==> src/rtl/call_stack_n_pkg.sv <==
// ---------------------------------------------------------------------------
// call_stack_n_pkg
//    Shared definitions for the parametrised call/data stack.
//    - STACK_MODE_DROP / STACK_MODE_WRAP : values for the WRAP_MODE parameter,
//      also used by the control unit and the VGA CPU top when they configure
//      their stacks.
//    - stack_op_e : the four operations selected by {push,pop}.
//    - decode_op  : maps the raw push/pop strobes onto stack_op_e.
// ---------------------------------------------------------------------------
package call_stack_n_pkg;

   localparam int STACK_MODE_DROP = 0;
   localparam int STACK_MODE_WRAP = 1;

   // Encoding matches {push,pop}, so decoding is a plain cast.
   typedef enum logic [1:0] {
      OP_HOLD    = 2'b00,
      OP_POP     = 2'b01,
      OP_PUSH    = 2'b10,
      OP_REPLACE = 2'b11
   } stack_op_e;

   function automatic stack_op_e decode_op(input logic push, input logic pop);
      return stack_op_e'({push, pop});
   endfunction

endpackage

==> src/rtl/call_stack_n_regfile.sv <==
// ---------------------------------------------------------------------------
// call_stack_n_regfile
//    Storage array behind call_stack_n. One synchronous write port and one
//    asynchronous read port. Contents are deliberately not reset: the stack
//    logic never shows an entry it has not written since reset.
// Ports
//    clk    in  1      system clock, rising edge
//    we     in  1      write enable
//    waddr  in  AW     write address, always < DEPTH
//    wdata  in  WIDTH  write data
//    raddr  in  AW     read address, always < DEPTH
//    rdata  out WIDTH  combinational read data
// ---------------------------------------------------------------------------
module call_stack_n_regfile
   import call_stack_n_pkg::*;
#(
   parameter int WIDTH = 10,
   parameter int DEPTH = 16,
   localparam int AW   = $clog2(DEPTH)
) (
   input  logic             clk,
   input  logic             we,
   input  logic [AW-1:0]    waddr,
   input  logic [WIDTH-1:0] wdata,
   input  logic [AW-1:0]    raddr,
   output logic [WIDTH-1:0] rdata
);

   logic [WIDTH-1:0] mem_q [DEPTH];

   // Write port: one entry per clock when enabled.
   always_ff @(posedge clk) begin
      if (we) begin
         mem_q[waddr] <= wdata;
      end
   end

   // Read port is asynchronous so the top of stack is visible in the same
   // cycle the pointer moves.
   assign rdata = mem_q[raddr];

endmodule

==> src/rtl/call_stack_n.sv <==
// ---------------------------------------------------------------------------
// call_stack_n
//    Parametrised LIFO for subroutine return addresses and data push/pop.
//    Holds the top/base pointers, occupancy count and sticky error flags,
//    decodes {push,pop} and drives the storage array.
// Parameters
//    WIDTH      bits per entry
//    DEPTH      number of entries (>= 2, any value)
//    WRAP_MODE  STACK_MODE_DROP: push on full is dropped
//               STACK_MODE_WRAP: push on full overwrites the oldest entry
//    CW         width of count (derived)
// Ports
//    clk      in  1      system clock, rising edge
//    reset    in  1      asynchronous reset, active low
//    push     in  1      push din as the new top
//    pop      in  1      remove the top entry
//    din      in  WIDTH  data to push
//    clr_err  in  1      clear sticky ovf/unf
//    dout     out WIDTH  current top of stack, 0 when empty
//    count    out CW     number of valid entries
//    empty    out 1      count == 0
//    full     out 1      count == DEPTH
//    ovf      out 1      sticky: push while full (without pop)
//    unf      out 1      sticky: pop while empty (without push)
// ---------------------------------------------------------------------------
module call_stack_n
   import call_stack_n_pkg::*;
#(
   parameter int WIDTH     = 10,
   parameter int DEPTH     = 16,
   parameter int WRAP_MODE = STACK_MODE_DROP,
   localparam int CW       = $clog2(DEPTH + 1)
) (
   input  logic             clk,
   input  logic             reset,
   input  logic             push,
   input  logic             pop,
   input  logic [WIDTH-1:0] din,
   input  logic             clr_err,
   output logic [WIDTH-1:0] dout,
   output logic [CW-1:0]    count,
   output logic             empty,
   output logic             full,
   output logic             ovf,
   output logic             unf
);

   localparam int            PW       = $clog2(DEPTH);
   localparam logic [PW-1:0] LAST_PTR = PW'(DEPTH - 1);
   localparam logic [CW-1:0] FULL_CNT = CW'(DEPTH);

   // Pointer arithmetic wraps explicitly at DEPTH-1 so non power-of-two
   // depths work.
   function automatic logic [PW-1:0] ptr_inc(input logic [PW-1:0] p);
      return (p == LAST_PTR) ? '0 : p + PW'(1);
   endfunction

   function automatic logic [PW-1:0] ptr_dec(input logic [PW-1:0] p);
      return (p == '0) ? LAST_PTR : p - PW'(1);
   endfunction

   logic [PW-1:0]    top_q,   top_d;
   logic [PW-1:0]    base_q,  base_d;
   logic [CW-1:0]    count_q, count_d;
   logic             ovf_q,   ovf_d;
   logic             unf_q,   unf_d;

   logic             is_empty;
   logic             is_full;
   logic [PW-1:0]    top_inc;
   stack_op_e        op;

   logic             mem_we;
   logic [PW-1:0]    mem_waddr;
   logic [WIDTH-1:0] mem_wdata;
   logic [WIDTH-1:0] mem_rdata;
   logic             ovf_set;
   logic             unf_set;

   assign is_empty = (count_q == '0);
   assign is_full  = (count_q == FULL_CNT);
   assign top_inc  = ptr_inc(top_q);
   assign op       = decode_op(push, pop);

   // Operation decode: computes next pointers/count, the storage write and
   // which sticky error (if any) this cycle raises.
   always_comb begin
      top_d     = top_q;
      base_d    = base_q;
      count_d   = count_q;
      mem_we    = 1'b0;
      mem_waddr = top_inc;
      mem_wdata = din;
      ovf_set   = 1'b0;
      unf_set   = 1'b0;

      unique case (op)
         OP_HOLD: begin
         end

         OP_PUSH: begin
            if (!is_full) begin
               mem_we  = 1'b1;
               top_d   = top_inc;
               count_d = count_q + CW'(1);
               // The first entry after empty is also the oldest one.
               if (is_empty) begin
                  base_d = top_inc;
               end
            end else begin
               ovf_set = 1'b1;
               // Circular mode: overwrite the oldest slot and slide the base.
               if (WRAP_MODE == STACK_MODE_WRAP) begin
                  mem_we = 1'b1;
                  top_d  = top_inc;
                  base_d = ptr_inc(base_q);
               end
            end
         end

         OP_POP: begin
            if (!is_empty) begin
               top_d   = ptr_dec(top_q);
               count_d = count_q - CW'(1);
            end else begin
               unf_set = 1'b1;
            end
         end

         OP_REPLACE: begin
            // On an empty stack push+pop degenerates to a plain push.
            if (is_empty) begin
               mem_we  = 1'b1;
               top_d   = top_inc;
               base_d  = top_inc;
               count_d = CW'(1);
            end else begin
               mem_we    = 1'b1;
               mem_waddr = top_q;
            end
         end

         default: begin
         end
      endcase
   end

   // Sticky flags: a new error in the same cycle as clr_err wins.
   always_comb begin
      ovf_d = ovf_set | (ovf_q & ~clr_err);
      unf_d = unf_set | (unf_q & ~clr_err);
   end

   // State register; reset aborts any operation in flight.
   always_ff @(posedge clk or negedge reset) begin
      if (!reset) begin
         top_q   <= '0;
         base_q  <= '0;
         count_q <= '0;
         ovf_q   <= 1'b0;
         unf_q   <= 1'b0;
      end else begin
         top_q   <= top_d;
         base_q  <= base_d;
         count_q <= count_d;
         ovf_q   <= ovf_d;
         unf_q   <= unf_d;
      end
   end

   call_stack_n_regfile #(
      .WIDTH (WIDTH),
      .DEPTH (DEPTH)
   ) u_regfile (
      .clk   (clk),
      .we    (mem_we),
      .waddr (mem_waddr),
      .wdata (mem_wdata),
      .raddr (top_q),
      .rdata (mem_rdata)
   );

   // Storage is not cleared on reset, so the read data is masked when empty.
   assign dout  = is_empty ? '0 : mem_rdata;
   assign count = count_q;
   assign empty = is_empty;
   assign full  = is_full;
   assign ovf   = ovf_q;
   assign unf   = unf_q;

endmodule

==> config.mk <==
export PLATFORM = sky130hd
export DESIGN_NAME = call_stack_n
export DESIGN_NICKNAME = d
export VERILOG_FILES = /design/src/rtl/call_stack_n_pkg.sv /design/src/rtl/call_stack_n_regfile.sv /design/src/rtl/call_stack_n.sv
export SDC_FILE = /design/constraint.sdc
export NUM_CORES = 1
export LEC_CHECK = 0
export ABC_AREA = 1
export ABC_CLOCK_PERIOD_IN_PS = 3000
export BUFFER_PORTS_ARGS = -buffer_cell sky130_fd_sc_hd__buf_4
export CAP_MARGIN = 10
export CORE_UTILIZATION = 47
export DETAILED_ROUTE_END_ITERATION = 12
export PLACE_DENSITY = 0.62
export SYNTH_ARGS = -nofsm -noshare
export SYNTH_HDL_FRONTEND = slang
export SYNTH_SLANG_ARGS = --single-unit
export TNS_END_PERCENT = 100
==> constraint.sdc <==
create_clock -name clk -period 3 [get_ports clk]
set_input_delay 0.6 -clock clk [delete_from_list [all_inputs] [get_ports clk]]
set_output_delay 0.6 -clock clk [all_outputs]
set_load 0.1 [all_outputs]
Word level (Yosys, flattened, before mapping)
Memories as Yosys holds them, arrays and structs flattened.
Index checks and enable logic that the tools add are counted.

cells by class
  reductions and logical operators = 5
  eq/ne operators = 8
  mux-type cells = 20
  $add $sub $neg = 4
  bitwise logic cells = 5

operators by type and width
  operator               count
  $mux W4                6
  $mux W5                3
  $pmux W5 S3            1
  $pmux W4 S3            1
  $mux W10               1
  $mux W1                7
  $ne A2 B2 Y1 const B   3
  $add A5 B1 Y5 const B  1
  $eq A5 B5 Y1 const B   1
  $logic_not A5 Y1       1
  $sub A5 B1 Y5 const B  1
  $add A4 B1 Y4 const B  1
  $eq A2 B2 Y1 const B   2
  $eq A4 B4 Y1 const B   1
  $logic_not A4 Y1       1
  $reduce_and A4 Y1      1
  $sub A4 B1 Y4 const B  1
  $reduce_and A3 Y1      1
  $reduce_bool A3 Y1     1
  $and A1 B1 Y1          2
  $eq A2 B1 Y1 const B   1
  $or A1 B1 Y1           2
  $pmux W1 S2            1
  $not A1 Y1             1

storage, ports and cells
  register bits after elaboration = 11
  RAM bits = 160
  output and inout bits = 19
  memories = 1
  input port bits = 15
  logic and storage cells = 47

memories
  memory           depth  bits a word  read ports  clocked after memory_dff  wr ports  line                        source
  u_regfile.mem_q  16     10           1           0                         1         call_stack_n_regfile.sv:29  logic [WIDTH-1:0] mem_q [DEPTH];

Longest topological paths before layout
  depth after elaboration = 5
  gate-level depth with buffers = 12
  gate-level depth less buffers = 12

Cells and area by module
Synthesis repeated with hierarchy kept, for this count alone.

unflattened totals
  cells, all modules = 837
  area total of the unflattened synthesis = 7995.2 um2

modules (own cells, without submodules)
  module                cells each  area each (um2)  instances  seq. area each (um2)
  call_stack_n_regfile  672         6971.7           1          4804.6
  call_stack_n          165         1023.5           1          275.3

Least setup slack after synthesis
Ideal clock, no wire load.

  kind = register to register
  start point = reg count_q[3], in the netlist count[3]
  end point = mem u_regfile.mem_q[0][0] (enable)
  path slack = 0.011 ns
  path buffers = 0
  arrival time = 2.613 ns
  period minus slack after synthesis = 2.989 ns
  stages on the path, launching flop included = 10
  library setup time = 0.376 ns
  data required time = 2.624 ns
  path through = dfrtp_1 -> nor2_2 -> nand2_2 -> nor2_4 -> nand2_1 -> nand2_1 -> nand2_1 -> nand2_1 -> nand2_2 -> nor2_1

on the way
  elaborated cells on any way between the ends = 8
  classes of those cells = eq/ne (1); mux (6); reduce/logical (1)

RTL lines
  what                    line                        source
  from (decl)             call_stack_n.sv:64          logic [CW-1:0] count_q, count_d;
  from (signal assigned)  call_stack_n.sv:165         count_q <= count_d;
  $logic_not A5 Y1        call_stack_n.sv:80          assign is_empty = (count_q == '0);
  named net empty         call_stack_n.sv:42          output logic empty,
  $mux W4                 n/a
  $mux W4                 call_stack_n.sv:97          unique case (op)
  to (decl)               call_stack_n_regfile.sv:29

The timed path passes the listed nets, and every way through them passes these cells.

Worst setup path in the final report
  start point = reg top_q[0]
  end point = out dout[9]

on the way
  word-level cells in the longest chain between the ends = 2

ends and longest elaborated chain
  what                    line                 source
  from (decl)             call_stack_n.sv:62   logic [PW-1:0] top_q, top_d;
  from (signal assigned)  call_stack_n.sv:163  top_q <= top_d;
  $mem_v2 Z16 W10         n/a
  $mux W10                call_stack_n.sv:184  assign dout = is_empty ? '0 : mem_rdata;
  to (decl)               call_stack_n.sv:40   output logic [WIDTH-1:0] dout,

No other way between the ends.

==> results.txt <==
Leakage: 3.19 nW
CP endpoint kind: primary output
Slew Limit Headroom: 69.1%
most frequent CP cell: nand2_1
WL met3: 999 um
Synth Area per Inst: 11.2 sq um
power density cells: 1130 nW/um^2
kind of critical path: reg2out
Critical Path Start Type: flop
total track usage: 22.7%
WL final: 17400 um
DRT antenna net count: 0
first-pass GRT wire length: 27200 um
Via density: 5.43
CP required: 2.40 ns
Met1 Wirelength: 7750 um
crit path launch: top_q[0]$_DFFE_PN0P_
Worst Path Max Fanout: 86
Hold Path Origin: clr_err
RSZ-0062 raised after global routing: true
H-tree depth: 4
Avg WL per Cell: 18.5 um
RD Place Congestion: 0.831
max incr delay on CP: 0.41 ns
DR iter-0 viols: 492
Max IR drop VDD: 947 uV
status: complete, no violations
antenna cells: 0
fin. max-slew vios: 0
Post-Syn Nets: 686
Top Metal Used: met4
Final min period: 2.89 ns
Worst-path clk slew: 0.07 ns
reg2reg end: u_regfile.mem_q[9][9]$_DFFE_PP_
final routed DRC violation total: 0
clock latency on the worst-skew pair: 0.43 ns
CTS tree: built
final worst slack: 0.107 ns
CTS max path bufs: 2
register area share after synthesis: 68.0%
#FFs+latches synth: 171
Syn Inst Count: 665
Max Freq: 0.346 GHz
CP max-delay cell: dfrtp_2
Cell Chain, Critical Path: buf_12 > nor2_1 > nor2_1 > o21ai_0 > o21ai_1 > nand2_1 > nand3_1 > nand2_1 > nand2_1 > buf_4
core area: 15400 sq um
Via Count: 5108
cts bufs inserted: 17
final hold viol count: 0
Cell Area, Synth: 7470 sq um
Area after DPL: 8100 sq um
Ys Warns: 0
number of library cell types mapped by synthesis: 27
final period utilization: 96.4%
largest net degree at the start of global routing: 87
worst slew pin tran: 0.463 ns
initial antenna violation count: 0
Non-Filler Instances: 940
arrival time at the worst endpoint: 2.29 ns
Root Driver: clkbuf_16
io pins: 34
hold path endpoint: ovf$_DFF_PN0_
Power Total: 9.80 mW
Rows: 45
metal2 WL: 8240 um
1st-pass router iterations: 6
max-cap viol count: 0
layout cells sized above 1: 19.1%
WHS Path Cells: 2
detailed placement HPWL: 11100 um
pre-CTS setup slack: 0.450 ns
vias in the first global route: 4979
Final Cell Area: 8680 sq um
Die X: 128 um
total placed cells including tap cells: 906
Starting Density: 48.6%
nets@finish: 737
P&R area growth vs syn: 16.1%
Buffers on Ports: 33
buffers and inverters on the worst path: 2
r2r setup slk: 0.47 ns
setup TNS: 0 ns
Hold Crit Class: in2reg
worst reg2reg startpoint: top_q[1]$_DFFE_PN0P_
Crit path max-delay family: buffers and inverters
clk_skew: 0.00670 ns
R2R depth: 11
chip height: 128 um
CTS Sinks: 171
remaining global-route overflow: 0
# setup viols final: 0
die area: 16400 sq um
registers in the layout, indices dropped and copies added (netlist names):
register and flops:
unf 1, u_regfile.mem_q 160, count 5, ovf 1
top_q 4
worst max path at each step:
stage	end	slack (ns)	cells past startpoint
floorplan	u_regfile.mem_q[0][0]$_DFFE_PP_	0.01	9
global placement	dout[9]	0.48	8
detailed placement	dout[9]	0.45	8
CTS	dout[1]	0.005	8
global route	dout[9]	-0.002	10
finish	dout[9]	0.11	10
per-layer routing:
| metal | global-route usage (%) | vias up |
|---|---|---|
| met5 | 0 | - |
| met4 | 9.20 | 0 |
| met3 | 4.42 | 28 |
| met2 | 36.1 | 190 |
| met1 | 30.8 | 2440 |
| li1 | - | 2450 |
synthesized netlist by cell type:
cell,count,area [sq um]
o21ai_1,56,280
fa_1,1,20.0
o2111ai_1,7,61.3
nand3_2,2,20.0
nand4_1,2,12.5
or2_1,4,25.0
clkbuf_1,11,41.3
inv_1,17,63.8
nand2_4,1,11.3
a21oi_1,4,20.0
or2_2,10,62.6
ha_1,5,62.6
clkbuf_2,1,5.00
dfrtp_1,11,275
xor2_1,1,8.76
o211ai_1,33,248
o21ai_0,27,135
edfxtp_1,160,4800
nand2_1,100,375
buf_2,17,85.1
nand2_2,11,68.8
buf_4,5,37.5
nor2_2,5,31.3
nor2_4,2,22.5
nand3_1,39,195
nor2_1,121,454
inv_2,12,45.0
kinds of logic after synthesis:
kind of cell | after synthesis | share of synthesized area, %
AO/OA/AOI/OAI | 127 | 9.96
XOR/XNOR | 1 | 0.117
adder cells (fa/ha/maj) | 6 | 1.11
buffers and inverters | 63 | 3.72
flip-flops | 171 | 68.0
AND/OR/NAND/NOR | 297 | 17.1
through the flow:
step	utilization (%)	hold slack, ns
CTS	56.4	0.339
global route	56.5	0.379
global placement	52.7	0.444
detailed placement	52.7	0.448
floorplan	-	0.304
finish	56.5	0.358
placed cells by master, fill, tap and decap left out, types with 2 or more instances in the layout:
cell and n:
inv_2 11, buf_12 4, clkinv_4 4, nand3_1 39, inv_6 2, nand2_2 11, clkbuf_16 17, a21oi_1 4
or2_1 4, nor2_2 5, or2_2 10, o211ai_1 33, nor2_4 2, inv_1 17, ha_1 5, nand2_1 100
clkinv_2 4, buf_4 60, o21ai_0 27, clkinv_1 2, nand4_1 2, nand3_2 2, o21ai_1 56, nor2_1 121
edfxtp_1 160, o2111ai_1 7, dfrtp_1 9
timing repair:
item,in CTS,in global routing
hold buffers,1,0
endpoints found under the hold margin,11,0
setup endpoints to repair,1,9
setup buffers,0,1
gates resized for setup,1,2
final cells by class:
type / count / area (sq um)
clock inverters: 14 / 121
multi-input cells: 431 / 2110
well taps: 211 / 264
repair buffers: 66 / 552
clock buffers: 18 / 429
flip-flops and latches: 171 / 5080
fillers: 1285 / 6690
inverters: 29 / 111
where the power goes:
part           total, mW  switching [mW]  internal (mW)
sequential          3.04           0.172           2.87
clock               2.05           0.902           1.14
combinational       4.71            3.49           1.23
total               9.80            4.56           5.24
No activity file was read; power rests on OpenSTA's default activity.
